### src/rtl/uart_transmitter.sv
// UART transmitter: start bit, NB_DATA data bits LSB first, optional parity, NB_STOP stop bits,
// each bit lasting SB_TICK oversample ticks. The serial line comes straight from a flop.
`timescale 1ns/1ps
module uart_transmitter #(
  parameter int unsigned NB_DATA     = 8,
  parameter int unsigned SB_TICK     = 16,
  parameter logic [1:0]  F_TX_PARITY = 2'b00,
  parameter int unsigned NB_STOP     = 1
) (
  input  logic               clk,
  input  logic               i_rst,
  input  logic               i_tick,
  input  logic               i_tx_start,
  input  logic [NB_DATA-1:0] i_data,
  output logic               o_tx,
  output logic               o_tx_busy,
  output logic               o_tx_done
);

  localparam int unsigned STOP_TICKS = NB_STOP * SB_TICK;
  localparam int unsigned TICK_W     = (STOP_TICKS > 1) ? $clog2(STOP_TICKS) : 1;
  localparam int unsigned BIT_W      = (NB_DATA > 1) ? $clog2(NB_DATA) : 1;

  localparam logic [TICK_W-1:0] BIT_LAST  = TICK_W'(SB_TICK - 1);
  localparam logic [TICK_W-1:0] STOP_LAST = TICK_W'(STOP_TICKS - 1);
  localparam logic [BIT_W-1:0]  DATA_LAST = BIT_W'(NB_DATA - 1);
  localparam logic PAR_EN  = (F_TX_PARITY == 2'b01) || (F_TX_PARITY == 2'b10);
  localparam logic PAR_ODD = (F_TX_PARITY == 2'b10);

  typedef enum logic [2:0] {StIdle, StStart, StData, StParity, StStop} state_e;

  state_e             state_q, state_d;
  logic [TICK_W-1:0]  tick_q, tick_d;
  logic [BIT_W-1:0]   bit_q, bit_d;
  logic [NB_DATA-1:0] shreg_q, shreg_d;
  logic [NB_DATA-1:0] shifted;
  logic               par_q, par_d;
  logic               tx_q, tx_d;
  logic               done_q, done_d;

  assign shifted = shreg_q >> 1;

  always_ff @(posedge clk or posedge i_rst) begin
    if (i_rst) begin
      state_q <= StIdle;
      tick_q  <= '0;
      bit_q   <= '0;
      shreg_q <= '0;
      par_q   <= 1'b0;
      tx_q    <= 1'b1;
      done_q  <= 1'b0;
    end else begin
      state_q <= state_d;
      tick_q  <= tick_d;
      bit_q   <= bit_d;
      shreg_q <= shreg_d;
      par_q   <= par_d;
      tx_q    <= tx_d;
      done_q  <= done_d;
    end
  end

  // tx_d always carries the level of the bit being entered, so o_tx is a plain flop output.
  always_comb begin
    state_d = state_q;
    tick_d  = tick_q;
    bit_d   = bit_q;
    shreg_d = shreg_q;
    par_d   = par_q;
    tx_d    = tx_q;
    done_d  = 1'b0;

    unique case (state_q)
      StIdle: begin
        tx_d = 1'b1;
        if (i_tx_start) begin
          shreg_d = i_data;
          par_d   = (^i_data) ^ PAR_ODD;
          tick_d  = '0;
          bit_d   = '0;
          tx_d    = 1'b0;
          state_d = StStart;
        end
      end

      StStart: begin
        if (i_tick) begin
          if (tick_q == BIT_LAST) begin
            tick_d  = '0;
            tx_d    = shreg_q[0];
            state_d = StData;
          end else begin
            tick_d = tick_q + 1'b1;
          end
        end
      end

      StData: begin
        if (i_tick) begin
          if (tick_q == BIT_LAST) begin
            tick_d = '0;
            if (bit_q == DATA_LAST) begin
              if (PAR_EN) begin
                tx_d    = par_q;
                state_d = StParity;
              end else begin
                tx_d    = 1'b1;
                state_d = StStop;
              end
            end else begin
              bit_d   = bit_q + 1'b1;
              shreg_d = shifted;
              tx_d    = shifted[0];
            end
          end else begin
            tick_d = tick_q + 1'b1;
          end
        end
      end

      StParity: begin
        if (i_tick) begin
          if (tick_q == BIT_LAST) begin
            tick_d  = '0;
            tx_d    = 1'b1;
            state_d = StStop;
          end else begin
            tick_d = tick_q + 1'b1;
          end
        end
      end

      StStop: begin
        tx_d = 1'b1;
        if (i_tick) begin
          if (tick_q == STOP_LAST) begin
            tick_d  = '0;
            done_d  = 1'b1;
            state_d = StIdle;
          end else begin
            tick_d = tick_q + 1'b1;
          end
        end
      end

      default: begin
        tx_d    = 1'b1;
        state_d = StIdle;
      end
    endcase
  end

  assign o_tx      = tx_q;
  assign o_tx_busy = (state_q != StIdle);
  assign o_tx_done = done_q;

endmodule

### config.mk
export PLATFORM = sky130hd
export DESIGN_NAME = uart_transmitter
export DESIGN_NICKNAME = d
export VERILOG_FILES = /design/src/rtl/uart_transmitter.sv
export SDC_FILE = /design/constraint.sdc
export NUM_CORES = 1
export LEC_CHECK = 0
export BUFFER_PORTS_ARGS = -buffer_cell sky130_fd_sc_hd__clkbuf_2
export CORE_MARGIN = 4
export CORE_UTILIZATION = 51
export DETAILED_ROUTE_END_ITERATION = 7
export PLACE_DENSITY = 0.74
export SYNTH_ARGS = -nofsm -noshare
export SYNTH_HDL_FRONTEND = slang
export SYNTH_SLANG_ARGS = --single-unit
export TNS_END_PERCENT = 50
### constraint.sdc
create_clock -name clk -period 1.86 [get_ports clk]
set_input_delay 0.186 -clock clk [delete_from_list [all_inputs] [get_ports clk]]
set_output_delay 0.186 -clock clk [all_outputs]
set_load 0.01 [all_outputs]
==> reports/metrics.cfg <==
[outcome]
status = finished, violations left
violations = hold timing

[clock_tree]
cts.sinks = 20
cts_root_buffer = clkbuf_4
cts_buffer_depth = 2
cts-hold-fix-buffers = 0
post_cts_buffers = 0
clk_pin_slew_ps = 110
cts_max_level = 1
cts_tree = done
numCtsBuffers = 3
clk_latency_ps = 300

[power]
power.clock.fraction_pct = 13.1
power.internal_mw = 1.23
p_per_area_nw_per_um2 = 1380
seq_power_share_pct = 39.8
p_leak_nw = 0.630
swShare_pct = 35.6
power.net_switching_uw = 680
ir_drop_mv = 0.855
combinationalPowerShare_pct = 47.1

[sta]
holdWs_ps = -15.4
setup_tns_ps = 0
finalSetupViolCount = 0
min_period_ps = 1770
skew_ps = 2.74
finalHoldViolCount = 19
setup_slack_ps = 85.8
tightest_slew_ps = 752
fmax_mhz = 564
rsz0062_at_grt = no
layout_worst_path_cycle_share_pct = 95.4
final_max_slew_viol_count = 0
slew_headroom_pct = 49.8

[critical_path]
crit_type = flop to flop
cp-end-kind = flop
worst-path-max-fanout = 10
path_cells = ha_1, ha_1, nor2_2, nand3_2, a21oi_4, buf_12, mux2_4
startpoint = bit_q[0]
critPathMaxStageDelay_ps = 410
worstPathRequired_ps = 2050
cpMostUsedCell = ha_1
startpoint_type = flop
crit_arrival_ps = 1970
r2r_start = bit_q[0]
crit_slowest_cell = dfrtp_1

[placed_design]
postPlaceCellArea_sq_um = 1340
place_ws_ps = 3.94
gp_congestion = 0.803
place_inst = 156
port_buffers = 14
hpwlAfterDp_um = 1650

[yosys]
synth_edf_count = 0
synthTopCellsByCount = dfrtp_1 (19), a21oi_1 (8), mux2_2 (8), mux2_4 (8), nand2_1 (7)
syn_nets = 127
netlist.area_leader.share_pct = 40.0
syn_area_sq_um = 1190
synth.avg_cell_area_sq_um = 10.6
synth_seq_area_share_pct = 42.2
synth_area_leaders = dfrtp_1 (40%), mux2_4 (10%), mux2_2 (7.6%)
yosysWarnings = 0
ys_ff_latch = 20
synthCells = 112
synthFlopType = dfrtp_1
async_flop_share_pct = 100
yosysTopAreaCell = dfrtp_1
synth_most_common_cell = dfrtp_1
synth.distinct_cells = 40

[drt]
vias = 930
firstDrtPassIters = 5
drt_iter0_markers = 28
ant_nets = 0
avgRoutedWirePerCell_um = 13.7
drt-vias-per-instance = 5.81
drcViolationCount = 0
routed_wl_um = 2190

[floorplanning]
die_w_um = 56.3
coreArea_sq_um = 2210
num_io_pins = 15
fp-row-count = 17
fp.dieArea_sq_um = 3170
floorplan.initialDensity_pct = 53.7
die_y_um = 56.3

[grt]
first_global_vias = 887
grt_pass1_wl_um = 4090
antenna_found_initial = 0
grt-ovfl-total = 0
groute.usage.overall_pct = 15.9
grt_max_degree = 21

[layout]
stdcell_count = 160
area_growth_pct = 16.3
fillers = 191
nets = 148
finalInstanceArea_sq_um = 1380
multi_input_area_sq_um = 633
ff_latch_area_sq_um = 502
num_antenna_cells = 0
drive_above_1_share_pct = 38.6
utilization_pct = 62.5

[flow_run]
maxCapViolCount = 0

[min_path]
hp-class = primary input to async pin

cell usage in the layout (no fill, tap or decap), types with 2 or more instances in the layout:
| master | Yosys | layout |
|---|---|---|
| nor2_2 | 1 | 2 |
| mux2i_1 | 3 | 3 |
| nand4_1 | 4 | 4 |
| a31oi_1 | 2 | 2 |
| o21ai_0 | 2 | 2 |
| mux2_2 | 8 | 8 |
| clkbuf_4 | 0 | 3 |
| nor3_1 | 2 | 2 |
| clkbuf_2 | 0 | 14 |
| nand3_1 | 4 | 4 |
| ha_1 | 3 | 3 |
| mux2_4 | 8 | 8 |
| a211oi_1 | 2 | 2 |
| nor2b_1 | 2 | 2 |
| dfrtp_1 | 19 | 19 |
| nand2_1 | 7 | 7 |
| inv_1 | 5 | 5 |
| a21oi_1 | 8 | 8 |
| nor2_1 | 5 | 4 |
| buf_4 | 1 | 9 |
per-layer routing:
layer | global-route usage (%) | share of wire, %
met5 | 0 | 0
met4 | 7.12 | 1.8
met3 | 2.76 | 4.6
met2 | 26.2 | 49
met1 | 20.2 | 45
layout make-up:
| class | count | area share [%] |
|---|---|---|
| Tap cell | 28 | 2.53 |
| Clock buffer | 4 | 2.62 |
| Sequential cell | 20 | 36.3 |
| Inverter | 5 | 1.36 |
| Timing Repair Buffer | 24 | 11.4 |
| Multi-Input combinational cell | 79 | 45.8 |
registers in the layout, summed over array words and instances, names as in the netlist:
register and count:
shreg_q 8, tick_q 4, bit_q 3, state_q 3
o_tx_done 1, o_tx 1
worst paths after layout:
kind                               to  slack, ps  cells after the start
min                          bit_q[1]        -20                      2
max                        shreg_q[2]         90                      7
max reg2reg                shreg_q[2]         90                      7
max in group asynchronous   tick_q[1]       1410                      2
min reg2reg                shreg_q[6]        520                      1
min in group clk           shreg_q[7]        240                      3
power groups by stage:
stage               Combinational, mW  Sequential, mW  Clock (mW)
CTS                             0.898           0.759       0.263
global placement                0.873           0.760           0
floorplan                       0.672           0.728           0
finish                          0.899           0.760       0.250
global route                    0.995           0.787       0.272
detailed placement              0.894           0.766           0
kinds of logic after synthesis:
logic type | share of synthesized area (%)
and+or+nand+nor | 17.4
muxes | 20.2
adders and majority gates | 3.16
DFF | 42.2
AOI/OAI and AO/OA | 11.7
buffers and inverters | 5.37
worst max-delay path, delay by kind of cell (launching register included):
kind,cells,cell delay [ps]
muxes,1,300
and+or+nand+nor,2,230
AOI/OAI and AO/OA,1,180
adders and majority gates,2,380
DFF,1,410
buffers and inverters,1,160
stage by stage:
step           hold WS [ps]  total power, mW
3_3_place_gp            329             1.63
5_1_grt                65.2             2.05
6_report              -15.4             1.91
2_1_floorplan           149             1.40
4_1_cts                4.13             1.92
3_5_place_dp            347             1.66
timing repair:
action                                  CTS  global route
cloned                                    0             0
endpoints found under the setup margin    8             8
gates resized for setup                   1             1
hold endpoints to repair                  0             0
pin swaps                                 0             1
Note: power is estimated with default switching activity, not from simulation.
